===== src/rtl/dm_access_controller_pkg.sv =====
// Shared encodings and helpers for the MEM-stage data-memory access controller.
// Size codes, FSM state constants, byte-mask and misalignment helpers.
package dm_access_controller_pkg;

   typedef enum logic [1:0] {
      UNIT_B  = 2'd0,
      UNIT_HW = 2'd1,
      UNIT_W  = 2'd2,
      UNIT_DW = 2'd3
   } unit_e;

   localparam logic [1:0] ST_IDLE  = 2'd0;
   localparam logic [1:0] ST_ISSUE = 2'd1;
   localparam logic [1:0] ST_WAIT  = 2'd2;
   localparam logic [1:0] ST_DONE  = 2'd3;

   function automatic logic [7:0] size_mask(input logic [1:0] unit);
      logic [7:0] mask;
      case (unit)
         UNIT_B:  mask = 8'h01;
         UNIT_HW: mask = 8'h03;
         UNIT_W:  mask = 8'h0F;
         default: mask = 8'hFF;
      endcase
      return mask;
   endfunction

   // True when the access would spill past the end of its dword.
   function automatic logic is_misaligned(input logic [1:0] unit, input logic [2:0] off);
      logic mis;
      case (unit)
         UNIT_B:  mis = 1'b0;
         UNIT_HW: mis = (off == 3'd7);
         UNIT_W:  mis = (off >= 3'd5);
         default: mis = (off != 3'd0);
      endcase
      return mis;
   endfunction

endpackage


===== src/rtl/dm_store_aligner.sv =====
// Places an LSB-justified store value and its byte mask onto the dword lanes
// selected by the low address bits.
module dm_store_aligner
   import dm_access_controller_pkg::*;
(
   input  logic [1:0]  unit,
   input  logic [2:0]  off,
   input  logic [63:0] wdata,
   output logic [7:0]  be,
   output logic [63:0] wdata_sh
);

   assign be       = size_mask(unit) << off;
   assign wdata_sh = wdata << {off, 3'b000};

endmodule


===== src/rtl/dm_access_controller.sv =====
// Sequences one MEM-stage load/store at a time onto a single-ported 64-bit data
// memory, holding the pipeline until the response (or a timeout) arrives.
module dm_access_controller
   import dm_access_controller_pkg::*;
#(
   parameter int ADDR_W  = 32,
   parameter int TIMEOUT = 255
) (
   input  logic              clk,
   input  logic              rst,
   input  logic              req_valid,
   input  logic              req_rd,
   input  logic              req_wr,
   input  logic [ADDR_W-1:0] req_addr,
   input  logic [1:0]        req_unit,
   input  logic [63:0]       req_wdata,
   output logic              mem_stall,
   output logic              rsp_valid,
   output logic [63:0]       rsp_rdata,
   output logic              misaligned_err,
   output logic              timeout_err,
   output logic              dm_req_valid,
   input  logic              dm_req_ready,
   output logic              dm_we,
   output logic [ADDR_W-1:0] dm_addr,
   output logic [7:0]        dm_be,
   output logic [63:0]       dm_wdata,
   input  logic              dm_rsp_valid,
   input  logic [63:0]       dm_rsp_rdata,
   output logic [1:0]        dbg_state
);

   localparam logic [7:0] TIMEOUT_CNT = 8'(TIMEOUT);

   logic [1:0]  state;
   logic [7:0]  counter;
   logic        req_go;
   logic        req_mis;
   logic [7:0]  al_be;
   logic [63:0] al_wdata;

   dm_store_aligner u_aligner (
      .unit     (req_unit),
      .off      (req_addr[2:0]),
      .wdata    (req_wdata),
      .be       (al_be),
      .wdata_sh (al_wdata)
   );

   assign req_go  = req_valid && (req_rd || req_wr);
   assign req_mis = is_misaligned(req_unit, req_addr[2:0]);

   // Memory channel: a request transfers on the cycle dm_req_valid && dm_req_ready;
   // valid and every request field stay constant until that cycle. The response
   // side has no back-pressure: dm_rsp_valid is only honoured while in WAIT.
   assign dm_req_valid = (state == ST_ISSUE);
   assign rsp_valid    = (state == ST_DONE) && !dm_we;
   assign mem_stall    = ((state == ST_IDLE) && req_go && !req_mis)
                         || (state == ST_ISSUE) || (state == ST_WAIT);
   assign dbg_state    = state;

   always_ff @(posedge clk) begin
      if (rst) begin
         state          <= ST_IDLE;
         counter        <= 8'd0;
         rsp_rdata      <= 64'd0;
         misaligned_err <= 1'b0;
         timeout_err    <= 1'b0;
         dm_we          <= 1'b0;
         dm_addr        <= '0;
         dm_be          <= 8'd0;
         dm_wdata       <= 64'd0;
      end else begin
         misaligned_err <= 1'b0;
         timeout_err    <= 1'b0;
         case (state)
            ST_IDLE: begin
               if (req_go) begin
                  if (req_mis) begin
                     misaligned_err <= 1'b1;
                  end else begin
                     dm_we    <= req_wr;
                     dm_addr  <= {req_addr[ADDR_W-1:3], 3'b000};
                     dm_be    <= al_be;
                     dm_wdata <= al_wdata;
                     state    <= ST_ISSUE;
                  end
               end
            end
            ST_ISSUE: begin
               if (dm_req_ready) begin
                  counter <= 8'd0;
                  state   <= ST_WAIT;
               end
            end
            ST_WAIT: begin
               // A response arriving on the timeout cycle still wins.
               if (dm_rsp_valid) begin
                  if (!dm_we) begin
                     rsp_rdata <= dm_rsp_rdata;
                  end
                  state <= ST_DONE;
               end else if (counter == TIMEOUT_CNT) begin
                  timeout_err <= 1'b1;
                  rsp_rdata   <= 64'd0;
                  state       <= ST_DONE;
               end else begin
                  counter <= counter + 8'd1;
               end
            end
            default: begin
               state <= ST_IDLE;
            end
         endcase
      end
   end

endmodule

===== config.mk =====
export PLATFORM = sky130hd
export DESIGN_NAME = dm_access_controller
export DESIGN_NICKNAME = d
export VERILOG_FILES = /design/src/rtl/dm_access_controller_pkg.sv /design/src/rtl/dm_store_aligner.sv /design/src/rtl/dm_access_controller.sv
export SDC_FILE = /design/constraint.sdc
export NUM_CORES = 1
export LEC_CHECK = 0
export ABC_CLOCK_PERIOD_IN_PS = 3500
export BUFFER_PORTS_ARGS = -buffer_cell sky130_fd_sc_hd__buf_4
export CAP_MARGIN = 0
export CORE_MARGIN = 4
export CORE_UTILIZATION = 52
export CTS_CLUSTER_SIZE = 10
export DETAILED_ROUTE_END_ITERATION = 6
export PLACE_DENSITY = 0.86
export SLEW_MARGIN = 20
export SYNTH_ARGS = -nofsm -noshare
export SYNTH_HDL_FRONTEND = slang
export SYNTH_SLANG_ARGS = --single-unit
export TNS_END_PERCENT = 100

===== constraint.sdc =====
create_clock -name clk -period 3.5 [get_ports clk]
set_input_delay 0.7 -clock clk [delete_from_list [all_inputs] [get_ports clk]]
set_output_delay 0.7 -clock clk [all_outputs]
set_load 0.02 [all_outputs]

Word level (Yosys, flattened, before mapping)
Cells that the tools add are included.
{"block": "op_classes", "addsub": 1, "n_shift": 2, "bitwise": 4, "n_lt_le_gt_ge": 1, "n_mux": 17, "eq_ne": 14, "n_reduce_logical": 20}
{"cell": "two-way mux 64 bit", "count": 3}
{"cell": "<< shifter 64 x 6 -> 64 bit", "count": 1}
{"cell": "two-way mux 8 bit", "count": 3}
{"cell": "one-hot mux 8 bit (3 select lines)", "count": 1}
{"cell": "one-hot mux 8 bit (2 select lines)", "count": 1}
{"cell": "two-way mux 2 bit", "count": 5}
{"cell": "!= test 2 bit, second input constant", "count": 5}
{"cell": "adder 8 x 1 -> 8 bit, second input constant", "count": 1}
{"cell": "== test 8 bit, second input constant", "count": 1}
{"cell": "AND reduction 4 bit", "count": 2}
{"cell": "<< shifter 8 x 3 -> 8 bit", "count": 1}
{"cell": "== test 2 bit, second input constant", "count": 3}
{"cell": "one-hot mux 2 bit (3 select lines)", "count": 1}
{"cell": "AND reduction 3 bit", "count": 2}
{"cell": "OR reduction 3 bit", "count": 2}
{"cell": "== test 2 x 1 -> 1 bit, second input constant", "count": 2}
{"cell": "logical AND 1 bit", "count": 4}
{"cell": "zero test 2 bit", "count": 2}
{"cell": "inverter 1 bit", "count": 4}
{"cell": "nonzero test 2 bit", "count": 2}
{"cell": "== test 3 bit, second input constant", "count": 1}
{"cell": ">= comparator 3 bit, second input constant", "count": 1}
{"cell": "logical OR 1 bit", "count": 3}
{"cell": "!= test 3 x 2 -> 1 bit, second input constant", "count": 1}
{"cell": "other kinds (5)", "count": 7}
{"block": "word_totals", "wordCells": 68, "output_inout_bits": 176, "ff_bits": 178}

Longest topological paths before layout
{"block": "logic_depth", "ltp_word": 6, "mapped_depth": 9, "ltp_nobuf": 7}

By module
From an unflattened synthesis, not the netlist that was laid out.
{"block": "unflattened", "cells_unflattened": 1075, "hier_area_um2": 8864.8}
{"mod": "dm_access_controller", "instances": 1, "cells_each": 817, "area_each_um2": 6810.3}
{"mod": "dm_store_aligner", "instances": 1, "cells_each": 258, "area_each_um2": 2054.5}

Worst setup path before layout
No wires, ideal clock.
{"block": "synth_timing", "path_type": "input to output", "from": "input req_addr[0]", "to": "output mem_stall", "arrival_time_ps": 1972, "path_slack_ps": 828, "cell_stages": 6, "path_cell_list": "buf_4 -> inv_2 -> nor3_1 -> nor3_2 -> buf_2 -> or3_1"}
{"block": "synth_via", "elab_chain_len": 6, "elab_cells_between_ends": 8, "cone_classes": "1 x order compare; 1 x eq/ne; 1 x mux; 5 x reduce/logical"}
{"element": "start: declaration", "line_no": "dm_access_controller.sv:14", "source": "input logic [ADDR_W-1:0] req_addr,"}
{"element": ">= comparator 3 bit, or another cell as far along", "line_no": "dm_access_controller_pkg.sv:34", "source": "UNIT_W: mis = (off >= 3'd5);"}
{"element": "one-hot mux 1 bit (3 select lines) *", "line_no": "dm_access_controller_pkg.sv:31", "source": "case (unit)"}
{"element": "zero test 1 bit *", "line_no": "dm_access_controller.sv:58", "source": "assign mem_stall = ((state == ST_IDLE) && req_go && !req_mis)"}
{"element": "logical AND 1 bit *", "line_no": "dm_access_controller.sv:58"}
{"element": "logical OR 1 bit * (2 in a row)", "line_no": "dm_access_controller.sv:59", "source": "|| (state == ST_ISSUE) || (state == ST_WAIT);"}
{"element": "end: declaration", "line_no": "dm_access_controller.sv:17", "source": "output logic mem_stall,"}
Every way passes the cells marked *; elsewhere a longest branch is shown, timed or not.

Worst setup path after layout
{"block": "layout_timing", "from": "input req_addr[1]", "to": "output mem_stall"}
The elaborated chain is that of the path after synthesis.

==> reports/metrics.csv <==
stage,metric,value,unit
sta,final.period_utilization,0.886,
floorplanning,fp-row-count,45,
sta,max_clock_freq,322,MHz
final_layout,finish.net_count,1435,
sta,rsz_0062_raised_after_global_routing,false,
global_routing,grt_pass1_wl,44.2,mm
clock_tree,post_cts.repair.setup_buffers,0,
floorplanning,core-area,15400,µm²
run_status,run_status,completed,
synth,yosys_most_used_dff,dfxtp_1,
synth,synth.most_common_cell,nand2_1,
final_layout,number_of_fill_cells_in_the_layout,1149,
drt,drtIter0Drc,1234,
drt,detailroute.via_count,8709,
sta,totalNegativeSetupSlack,0,ps
clock_tree,root_buffer_selected_by_cts,clkbuf_16,
global_routing,grtUsageMet1,0.379,
final_layout,stdcell_area,11500,µm²
synth,count_of_warnings_emitted_by_yosys,0,
clock_tree,cts_max_path_buffers,2,
clock_tree,clock-sinks,178,
critical_path,worstSetupEndpointType,primary output,
sta,setup_viol_count_final,0,
power_and_ir_drop,irDropWorstVdd,0.427,mV
sta,slew_violations,0,
drt,detail-route-antenna-nets,0,
drt,avgViaCountPerCell,5.87,
final_layout,insertedDiodeCount,0,
floorplanning,floorplan.die_area,18000,µm²
drt,drt_pre_antenna_iters,6,
clock_tree,numCtsBuffers,17,
power_and_ir_drop,clockPowerShare,0.361,
critical_path,path_class,primary input to primary output,
clock_tree,clkTransAtPathRegs,60,ps
synth,netlist_instances,979,
drt,drt-total-wl,29.1,mm
critical_path,cp_data_required_time,2800,ps
global_routing,grt_most_used_layer,met2,
clock_tree,clock_insertion_delay_worst_skew,430,ps
power_and_ir_drop,leakage,0.00466,µW
placement,gp_congestion,0.943,
global_routing,grt.met3_usage,0.0971,
critical_path,critical_path_arrival,2400,ps
critical_path,critical_path.startpoint,req_addr[1],
critical_path,worst_setup_path_start_kind,primary input,
floorplanning,die-width,134,µm
hold_path,hp-start,rsp_rdata[10],
sta,period_needed,3100,ps
power_and_ir_drop,power_density_over_the_cells,517,nW/µm²
placement,dpl.hpwl,20.8,mm
floorplanning,start_util,0.537,
power_and_ir_drop,intPower,4090,µW
power_and_ir_drop,switching_power,1850,µW
global_routing,grt_max_degree,102,
synth,synth_cell_types,46,
synth,flops_latches_synth,178,
global_routing,grt_antenna_before_repair,0,
hold_path,hold_path_class,flip-flop to flip-flop,
global_routing,grtUsageMet2,0.505,
placement,place_area,10800,µm²
placement,buffer_ports.inserted,341,
synth,post_synth_instance_area,8260,µm²
sta,hold_viol,0,
clock_tree,tritoncts,done,
drt,route.detailed.drc,0,
flow_run,drv.max_cap_violation_count,0,
sta,worst-slew-pin-transition,1090,ps
clock_tree,htreeDepth,4,
floorplanning,die_h,134,µm
global_routing,grt_pass1_vias,8083,
final_layout,flow.area_growth_from_synthesis,39.1,%
floorplanning,design.portCount,345,
drt,post_drt_wl_per_cell,19.6,µm
synth,seq_area_frac_synth,0.432,
synth,synth_common_cells,"nand2_1 (189), dfxtp_1 (178), a21oi_1 (160)",
synth,synth.largest_area_cell,dfxtp_1,
power_and_ir_drop,p_sw_frac,0.311,
clock_tree,hold_bufs_at_cts,0,
final_layout,multiInputGateArea,4270,µm²
synth,async_flop_share,0,
synth,synth_area_per_cell,8.43,µm²
global_routing,grt_usage,0.310,
sta,slew_headroom,0.266,
final_layout,drive_above_1_share,0.350,
sta,skew,8.27,ps
final_layout,layout.area.seq,3560,µm²
power_and_ir_drop,p_seq_frac,0.385,
synth,synthTopCellsByArea,"dfxtp_1 (43%), a21oi_1 (9.7%), mux4_2 (8.7%)",
critical_path,crit_path_max_fanout,34,
critical_path,crit-reg2reg-launch,dbg_state[0],
power_and_ir_drop,post-layout-total-power,5930,µW
synth,synth_edf_count,0,
synth,synth.top_cell.area_share,0.432,
global_routing,gr-total-overflow,0,
clock_tree,postCtsResizedCells,0,
power_and_ir_drop,comb_power_share,0.254,
routing by layer:
metal  up-vias  part of all wire  routed length (µm)
li1       4001                 -                   -
met1      4048              0.36               10600
met2       545              0.48               14000
met3       115              0.11                3100
met4         0             0.049                1420
met5         -                 0                   0
registers in the layout (all words and copies together) (netlist names):
name	cells
timeout_err	1
dm_we	1
dbg_state	2
dm_addr	29
misaligned_err	1
dm_wdata	64
rsp_rdata	64
dm_be	8
counter	8
cells by family (layout without fill, tap and decap cells):
group	count (synthesis)	after routing	share of synthesized area
compound gates	242	242	0.172
xor+xnor	4	4	0.00424
fa+ha+maj	6	6	0.00909
buf+inv	100	392	0.0549
flops	178	178	0.432
mux	55	55	0.117
other cells	1	3	0.000454
simple gates	393	393	0.210
critical path: stages:
cell     delay, ps
buf_4          340
a21oi_1        140
nor3_1         560
nor3_4         130
or3_1          350
buf_4          170
per-stage QoR:
stage	hold slack, ps	utilization	setup slack [ps]	instances
2_1_floorplan	463	-	828	981
3_3_place_gp	439	0.704	481	1452
3_5_place_dp	444	0.704	208	1452
4_1_cts	453	0.747	423	1484
5_1_grt	469	0.747	269	1484
6_report	450	0.747	399	1484
path summary, 6_finish.rpt:
check / endpoint / slack (ps) / cells past startpoint
hold / removal: rsp_rdata[10] / 450 / 2
setup reg to reg: dm_wdata[37] / 780 / 6
hold reg to reg: rsp_rdata[10] / 450 / 2
setup / recovery: mem_stall / 400 / 6
cell usage in the layout (no fill, tap or decap), drive strengths merged, types with 3 or more instances in the layout:
cell	netlist	final
a211oi	33	33
a21oi	160	160
a221oi	3	3
a22oi	8	8
a311oi	6	6
buf	40	353
bufinv	0	5
clkbuf	53	18
clkinv	0	3
conb	1	3
dfxtp	178	178
ha	6	6
inv	7	12
mux2	14	14
mux2i	9	9
mux4	32	32
nand2	189	189
nand3	86	86
nor2	56	56
nor2b	19	19
nor3	18	18
o211ai	8	8
o21ai	12	12
or2	6	6
or3	12	12
xnor2	4	4
area by class of cell:
| cell class | instances | area share |
|---|---|---|
| Multi-Input combinational cell | 703 | 0.372 |
| Sequential cell | 178 | 0.310 |
| Timing Repair Buffer | 353 | 0.235 |
| Clock buffer | 18 | 0.0382 |
| Tap cell | 211 | 0.0230 |
| Clock inverter | 14 | 0.0194 |
| Inverter | 7 | 0.00229 |
power groups by stage:
stage          sequential [µW]  clock [µW]  combinational, µW
6_report                  2280        2140               1510
5_1_grt                   2300        2260               1620
4_1_cts                   2280        2170               1500
3_5_place_dp              2320           0               1490
3_3_place_gp              2320           0               1470
2_1_floorplan             2480           0                703
Note: power is estimated with default switching activity, not from simulation.
